==> config.mk <==
export PLATFORM = sky130hd
export DESIGN_NAME = regfile_dump_reader
export DESIGN_NICKNAME = d
export VERILOG_FILES = /design/src/rtl/regfile_dump_reader_pkg.sv /design/src/rtl/regfile_dump_reader_serializer.sv /design/src/rtl/regfile_dump_reader.sv
export SDC_FILE = /design/constraint.sdc
export NUM_CORES = 1
export LEC_CHECK = 0
export BUFFER_PORTS_ARGS = -buffer_cell sky130_fd_sc_hd__buf_2
export CORE_ASPECT_RATIO = 1.4
export CORE_MARGIN = 5
export CORE_UTILIZATION = 30
export CTS_CLUSTER_DIAMETER = 50
export DETAILED_ROUTE_END_ITERATION = 7
export HOLD_SLACK_MARGIN = 0.05
export PLACE_DENSITY = 0.48
export RECOVER_POWER = 50
export SYNTH_ARGS = -nofsm -noshare
export SYNTH_HDL_FRONTEND = slang
export SYNTH_SLANG_ARGS = --single-unit
==> constraint.sdc <==
create_clock -name CLK -period 2.65 [get_ports CLK]
set_input_delay 0.795 -clock CLK [delete_from_list [all_inputs] [get_ports CLK]]
set_output_delay 0.795 -clock CLK [all_outputs]
set_load 0.05 [all_outputs]
==> src/rtl/regfile_dump_reader_pkg.sv <==
// rtl/regfile_dump_reader_pkg.sv - shared encodings and helpers for the register dump reader
package regfile_dump_reader_pkg;

    localparam int REG_BYTES = 4;
    localparam int REG_IDX_W = 5;

    localparam logic [2:0] ST_IDLE      = 3'd0;
    localparam logic [2:0] ST_LOAD      = 3'd1;
    localparam logic [2:0] ST_SEND_IDX  = 3'd2;
    localparam logic [2:0] ST_SEND_DATA = 3'd3;
    localparam logic [2:0] ST_DONE      = 3'd4;

    // Big-endian byte select: index 0 is the most significant byte.
    function automatic logic [7:0] word_byte_be(input logic [31:0] word, input logic [1:0] idx);
        logic [7:0] b;
        case (idx)
            2'd0:    b = word[31:24];
            2'd1:    b = word[23:16];
            2'd2:    b = word[15:8];
            default: b = word[7:0];
        endcase
        return b;
    endfunction

endpackage

==> src/rtl/regfile_dump_reader_serializer.sv <==
// rtl/regfile_dump_reader_serializer.sv - holds one snapshotted word and steps through its bytes
module word_byte_serializer
    import regfile_dump_reader_pkg::*;
(
    input  logic                     clk,
    input  logic                     reset_n,
    input  logic                     i_load,
    input  logic [REG_BYTES*8-1:0]   i_word,
    input  logic                     i_advance,
    output logic [7:0]               o_byte,
    output logic                     o_last_byte
);

    logic [REG_BYTES*8-1:0] r_shadow;
    logic [1:0]             r_byte_cnt;

    // Capture the word on load; step the byte pointer on each accepted data byte.
    always_ff @(posedge clk) begin
        if (!reset_n) begin
            r_shadow   <= '0;
            r_byte_cnt <= 2'd0;
        end else if (i_load) begin
            r_shadow   <= i_word;
            r_byte_cnt <= 2'd0;
        end else if (i_advance) begin
            r_byte_cnt <= r_byte_cnt + 2'd1;
        end
    end

    assign o_byte      = word_byte_be(r_shadow, r_byte_cnt);
    assign o_last_byte = (r_byte_cnt == 2'(REG_BYTES - 1));

endmodule

==> src/rtl/regfile_dump_reader.sv <==
// rtl/regfile_dump_reader.sv - walks the register file read port and streams each word as bytes
module regfile_dump_reader
    import regfile_dump_reader_pkg::*;
#(
    parameter int FIRST_REG  = 0,
    parameter int LAST_REG   = 31,
    parameter int EMIT_INDEX = 1
) (
    input  logic                  CLK,
    input  logic                  reset_n,
    input  logic                  start,
    input  logic                  abort,
    output logic [REG_IDX_W-1:0]  rd_addr,
    input  logic [31:0]           rd_data,
    output logic                  out_valid,
    input  logic                  out_ready,
    output logic [7:0]            out_data,
    output logic                  busy,
    output logic                  done
);

    localparam logic [REG_IDX_W-1:0] LP_FIRST = REG_IDX_W'(FIRST_REG);
    localparam logic [REG_IDX_W-1:0] LP_LAST  = REG_IDX_W'(LAST_REG);
    localparam logic                 LP_EMIT  = (EMIT_INDEX != 0);

    logic [2:0]           r_state;
    logic [REG_IDX_W-1:0] r_rd_addr;
    logic                 r_out_valid;
    logic                 r_busy;

    logic       w_handshake;
    logic       w_load;
    logic       w_advance;
    logic [7:0] w_ser_byte;
    logic       w_last_byte;

    assign w_handshake = r_out_valid && out_ready;
    assign w_load      = (r_state == ST_LOAD) && !abort;
    assign w_advance   = (r_state == ST_SEND_DATA) && w_handshake && !abort;

    word_byte_serializer u_ser (
        .clk         (CLK),
        .reset_n     (reset_n),
        .i_load      (w_load),
        .i_word      (rd_data),
        .i_advance   (w_advance),
        .o_byte      (w_ser_byte),
        .o_last_byte (w_last_byte)
    );

    // Dump sequencer: address walk, stream valid and busy tracking; abort overrides everything.
    always_ff @(posedge CLK) begin
        if (!reset_n) begin
            r_state     <= ST_IDLE;
            r_rd_addr   <= '0;
            r_out_valid <= 1'b0;
            r_busy      <= 1'b0;
        end else if (abort && (r_state != ST_IDLE)) begin
            r_state     <= ST_IDLE;
            r_rd_addr   <= '0;
            r_out_valid <= 1'b0;
            r_busy      <= 1'b0;
        end else begin
            case (r_state)
                ST_IDLE: begin
                    if (start && !abort) begin
                        r_rd_addr <= LP_FIRST;
                        r_busy    <= 1'b1;
                        r_state   <= ST_LOAD;
                    end
                end
                ST_LOAD: begin
                    r_out_valid <= 1'b1;
                    r_state     <= LP_EMIT ? ST_SEND_IDX : ST_SEND_DATA;
                end
                ST_SEND_IDX: begin
                    if (w_handshake) begin
                        r_state <= ST_SEND_DATA;
                    end
                end
                ST_SEND_DATA: begin
                    if (w_handshake && w_last_byte) begin
                        r_out_valid <= 1'b0;
                        if (r_rd_addr == LP_LAST) begin
                            r_state <= ST_DONE;
                        end else begin
                            r_rd_addr <= r_rd_addr + 1'b1;
                            r_state   <= ST_LOAD;
                        end
                    end
                end
                ST_DONE: begin
                    r_busy    <= 1'b0;
                    r_rd_addr <= '0;
                    r_state   <= ST_IDLE;
                end
                default: begin
                    r_state <= ST_IDLE;
                end
            endcase
        end
    end

    // Stream byte is a pure function of state and snapshot, never of out_ready.
    always_comb begin
        out_data = 8'd0;
        case (r_state)
            ST_SEND_IDX:  out_data = {{(8 - REG_IDX_W){1'b0}}, r_rd_addr};
            ST_SEND_DATA: out_data = w_ser_byte;
            default:      out_data = 8'd0;
        endcase
    end

    assign rd_addr   = r_rd_addr;
    assign out_valid = r_out_valid;
    assign busy      = r_busy;
    assign done      = (r_state == ST_DONE);

endmodule

==> metrics.txt, run 1 <==
Sink Count=44; Commonest cells post-synth=nand2_1, dfxtp_1, a21boi_1, nor2_1, a21boi_0; worst-skew pair later-pin latency=approximately 0.3 ns; Avg Inst Size Synth=between 7 and 8 um^2; # rows=36; Worst Path Buf+Inv=2; fin crit period=between 2 and 3 ns; clock slew at reported path FFs=around 0.080 ns; die area=8980 um^2; Residual DRC=0; most area-hungry cell type in the Yosys netlist=dfxtp_1; most frequent cell after synthesis=nand2_1; largest net degree at the start of global routing=35; top cell type's share of synthesized area=about two fifths; via count=slightly above 2000; sw power=around 0.00036 W; Comb power frac=between 10% and 20%; vias in the first global route=about 1900; Via-to-Cell Ratio=~4.9; wl on met1=between 2 and 2.5 mm; Hold Buf Count CTS=0; Core Footprint=6980 um^2; Tot GR Track Use=13.9%; CP max stage delay=around 0.40 ns; period utilization=96.2%; crit path DAT=1.76 ns; initial drt markers=107; slew at the pin closest to its max-slew limit=0.690 ns; Clk Tree Root Cell=clkbuf_8; critical path's slowest cell=dfxtp_4; Internal=just over 0.0009 W; CTS Buf Count=5; P_leak=0.996 nW; CTS Buffer Depth=2; max cap viols=0; sw frac=around 28%; Worst slew margin=a little over half; number of I/O pins=53; Worst Path Max Fanout=8; CTS tree=done; crit path capture type=output port; Antenna Cells=0; Primary FF master, synth=dfxtp_1; clock power share=a little under a third; Worst setup SP type=register; Port Buf Inserts=52; Die Width=81.5 um; CP Cell Sequence=inv_4, ha_4, a222oi_1, nor2_1, a21oi_1, o21ai_1, buf_2; metal3 WL=348 um; number of routed nets with antenna violations=0; Area growth, synth to finish=24.3%; first-pass GRT wire length=9.45 mm; power density over the cells=about 490 nW/um^2; Post-layout nets=between 300 and 400; grt total ovfl=0; top cells by area, synth=dfxtp_1, nand2_1, a21boi_1; Post-synth EDFFs=0; Total Power Consumption=between 0.001 and 0.0015 W; First-pass DRT Iterations=5; synth unique cells=40; Synth Instances=roughly 270; initial core utilization=30.8%; outcome=complete, no violations; ratio of cells with drive above 1 in the final layout=between 20% and 30%; uppermost layer routed=met4; VDD IR max=200 uV; fmax=about 400 MHz; final setup fails=0; Syn. warnings=0; H-tree Lvls=2; Setup Skew=around 0.01 ns; Flop pwr share=54.3%; Setup CP Type=reg -> out; routability cong.=0.813; final slew viol count=0; Worst EP required=1.86 ns; met2 routed WL=about 3.1 mm; asr flop ratio synth=0%; final hold viol count=0; Seq cells post-synth=44; min-delay worst type=reg -> reg; Die Span Y=roughly 110 um; placed wire-length estimate=4.43 mm; Synth Net Count=about 310; cell area after synthesis=around 2100 um^2; RSZ-0062 raised after global routing=true; total wire length=between 6 and 7 mm; mean routed wirelength per cell=between 10 and 15 um; sequential-to-total area share from yosys stat=a little over 40%; worst hold slack=around 0.46 ns; setup TNS=0 ns; initial antenna violation count=0; family with the most delay on the worst path=compound AO/OA/AOI/OAI gates
## worst min-delay path, stage by stage (launching register included)
cell      delay (ns)
dfxtp_1         0.32
nand2_1         0.05
a21boi_1        0.05
## placed cells by master, fill, tap and decap left out, types with 8 or more instances in the layout
cell,n
nand2_1,79
buf_2,46
dfxtp_1,42
a21boi_0,28
nor2_1,17
a21oi_1,10
buf_4,9
a222oi_1,8
## flip-flops by register name (all words and copies together), names as in the netlist
| name | cells |
|---|---|
| u_ser.r_byte_cnt | 2 |
| r_state | 3 |
| u_ser.r_shadow | 32 |
| out_valid | 1 |
| rd_addr | 5 |
| busy | 1 |
## area by class of cell
| type | count | area [um^2] |
|---|---|---|
| multi-input cells | 203 | 1210 |
| flip-flops and latches | 44 | 888 |
| inverters | 4 | 20.0 |
| clock inverters | 2 | 12.5 |
| clock buffers | 5 | 68.8 |
| fillers | 745 | 4310 |
| repair buffers | 62 | 348 |
| well taps | 95 | 119 |
## per-stage QoR
stage / area (um^2) / util, % / instances / setup slack [ns]
final: 2670 / 38.3 / 415 / 0.0999
after global routing: 2670 / 38.3 / 415 / -0.0394
after CTS: 2610 / 37.4 / 413 / 0.00934
after detailed placement: 2510 / 35.9 / 406 / 0.138
after global placement: 2510 / 35.9 / 406 / 0.231
after floorplan: 2150 / - / 269 / 0.00828
## final timing paths
check                           cells past startpoint  slack (ns)                              end                        startpoint
worst min-delay path                                2        0.46  u_ser.r_shadow[26]$_SDFFE_PN0P_   u_ser.r_shadow[26]$_SDFFE_PN0P_
worst max register to register                      7        0.46          rd_addr[0]$_SDFFE_PP0P_           rd_addr[0]$_SDFFE_PP0P_
worst max-delay path                                7         0.1                      out_data[0]  u_ser.r_byte_cnt[0]$_SDFFE_PP0P_
worst min register to register                      2        0.46  u_ser.r_shadow[26]$_SDFFE_PN0P_   u_ser.r_shadow[26]$_SDFFE_PN0P_
## repair_timing
action | 4_1_cts | 5_1_grt
pin swaps | 1 | 9
setup buffers | 0 | 2
hold endpoints to repair | 0 | 0
gates resized for setup | 7 | 21
setup endpoints to repair | 8 | 8
## power by group through the flow
| stage | combinational, W | clock, W | sequential, W |
|---|---|---|---|
| floorplan | 0.000112 | 0 | 0.000725 |
| global placement | 0.000188 | 0 | 0.000722 |
| detailed placement | 0.000190 | 0 | 0.000722 |
| CTS | 0.000190 | 0.000430 | 0.000706 |
| global route | 0.000204 | 0.000460 | 0.000707 |
| finish | 0.000180 | 0.000413 | 0.000704 |
## cell families (layout without fill, tap and decap cells)
group	after synthesis	in the layout	share of synthesized area [%]
AOI/OAI and AO/OA	71	71	23.1
xor gates and xnor gates	1	1	0.408
adders and majority gates	7	7	4.08
buffers and inverters	22	73	4.72
DFF	44	44	41.0
muxes	1	1	0.466
and+or+nand+nor	123	123	26.2
## metal layers
| layer | global-route usage, % | up-vias |
|---|---|---|
| li1 | - | 1029 |
| met1 | 15.4 | 929 |
| met5 | 0 | - |
| met4 | 5.43 | 0 |
| met3 | 3.33 | 10 |
| met2 | 25.2 | 61 |
Note: power is estimated with default switching activity, not from simulation.
==> inputs of run 2 (changes only) <==
--- a/config.mk
+++ b/config.mk
@@ -6,7 +6,7 @@
 export NUM_CORES = 1
 export LEC_CHECK = 0
 export BUFFER_PORTS_ARGS = -buffer_cell sky130_fd_sc_hd__buf_2
-export CORE_ASPECT_RATIO = 1.4
+export CORE_ASPECT_RATIO = 0.7
 export CORE_MARGIN = 5
 export CORE_UTILIZATION = 30
 export CTS_CLUSTER_DIAMETER = 50
==> metrics.txt, run 2 (synthesized netlist as in run 1, its figures left out) <==
die area=8980 um^2; crit path DAT=1.83 ns; period utilization=between 90% and 100%; H-tree Lvls=2; Worst EP required=around 1.9 ns; Finished Cell Area=between 2000 and 3000 um^2; Reg area=between 800 and 900 um^2; met2 routed WL=around 2.3 mm; initial core utilization=approximately a third; initial antenna violation count=0; final setup fails=0; worst-skew pair later-pin latency=about 0.29 ns; initial drt markers=~120; dpl cells=just over 400; Layout Cells excl Fill=418; Setup CP Type=reg -> out; Clk Tree Root Cell=clkbuf_8; uppermost layer routed=met4; footprint of the multi-input gates=1200 um^2; wl on met1=around 3.4 mm; Die Width=roughly 110 um; commonest non-fill, non-tap cell in the layout=nand2_1; Die Span Y=around 80 um; metal3 WL=about 420 um; number of routed nets with antenna violations=0; fin crit period=around 2.6 ns; largest net degree at the start of global routing=34; P_leak=between 1 and 1.5 nW; outcome=complete, no violations; CTS tree=done; setup TNS=0 ns; Hold Buf Count CTS=0; crit path capture type=output port; clock slew at reported path FFs=approximately 0.080 ns; first-pass GRT wire length=between 9 and 10 mm; via count=about 2000; ratio of cells with drive above 1 in the final layout=roughly 26%; min-delay worst type=reg -> reg; Setup Skew=~0.0041 ns; Residual DRC=0; Core Footprint=6850 um^2; routability cong.=0.766; # rows=25; Post-layout nets=around 370; VDD IR max=223 uV; Antenna Cells=0; final hold viol count=0; Worst Path Max Fanout=8; Tot GR Track Use=~14%; Largest register FFs=32; Port Buf Inserts=52; Biggest register=u_ser.r_shadow; slew at the pin closest to its max-slew limit=between 0.6 and 0.7 ns; First-pass DRT Iterations=4; Worst slew margin=53.6%; grt total ovfl=0; placed cell areas=~2500 um^2; CTS Buffer Depth=2; mean routed wirelength per cell=between 10 and 15 um; power density over the cells=approximately 530 nW/um^2; CTS Buf Count=5; max cap viols=0; RSZ-0062 raised after global routing=true; final slew viol count=0; Worst setup SP type=register; most frequent cells in the layout=nand2_1, buf_2, dfxtp_1; number of I/O pins=53; vias in the first global route=about 1900; Area growth, synth to finish=26.8%; fillcell total=slightly above 700; total wire length=between 6 and 7 mm; Via-to-Cell Ratio=roughly 4.8; Sink Count=44; placed wire-length estimate=approximately 4.5 mm; fmax=381 MHz
[run 2: cell count changes in the layout (fill, tap and decap cells not counted), moves of 2 or more]
| cell | change |
|---|---|
| inv_2 | +2 |
| clkbuf_1 | +2 |
| inv_4 | -2 |
| clkbuf_4 | -2 |
| clkbuf_8 | +2 |
| buf_4 | +2 |
[run 2: through the flow]
stage | hold slack [ns] | util (%) | setup WS, ns | power (W)
6_report | 0.466 | 39.8 | 0.0230 | 0.00146
5_1_grt | 0.485 | 39.8 | -0.0799 | 0.00152
4_1_cts | 0.459 | 39.8 | 0.00249 | 0.00148
3_5_place_dp | 0.447 | 36.9 | 0.0661 | 0.000914
3_3_place_gp | 0.444 | 36.9 | 0.105 | 0.000913
2_1_floorplan | 0.434 | - | 0.00828 | 0.000837
[run 2: final timing paths]
path	endpoint	cells after the start	slack [ns]	startpoint
worst min register to register	u_ser.r_shadow[26]$_SDFFE_PN0P_	2	0.47	u_ser.r_shadow[26]$_SDFFE_PN0P_
worst max-delay path	out_data[0]	7	0.02	u_ser.r_byte_cnt[0]$_SDFFE_PP0P_
worst max register to register	rd_addr[0]$_SDFFE_PP0P_	7	0.44	rd_addr[0]$_SDFFE_PP0P_
worst min-delay path	u_ser.r_shadow[26]$_SDFFE_PN0P_	2	0.47	u_ser.r_shadow[26]$_SDFFE_PN0P_
[run 2: power breakdown]
part           switching (W)  total [W]  internal, W
combinational       0.000110   0.000183    0.0000729
clock               0.000233   0.000566     0.000333
sequential         0.0000219   0.000708     0.000686
total               0.000365    0.00146      0.00109
[run 2: per-layer routing]
metal	up-vias	GRT usage (%)
met1	932	21.6
li1	1031	-
met3	5	4.24
met4	0	2.92
met2	51	18.3
met5	-	0
[run 2: worst max-delay path, cell delays in order, from the launching register on]
cell	delay [ns]
dfxtp_4	0.36
buf_12	0.12
ha_4	0.18
a222oi_1	0.41
nor2_1	0.07
a21oi_1	0.14
o21ai_1	0.09
buf_6	0.16
[run 2: layout make-up]
| type | count | area share, % |
|---|---|---|
| clock buffers | 7 | 3.54 |
| clock inverters | 1 | 1.10 |
| inverters | 4 | 0.551 |
| multi-input cells | 203 | 44.1 |
| flip-flops and latches | 44 | 32.7 |
| well taps | 94 | 4.32 |
| repair buffers | 65 | 13.8 |
[run 2: timing repair]
item | in CTS | in global routing
cloned | 0 | 0
setup endpoints to repair | 8 | 7
buffers inserted | 2 | 0
gates resized for setup | 13 | 7
pin swaps | 2 | 4
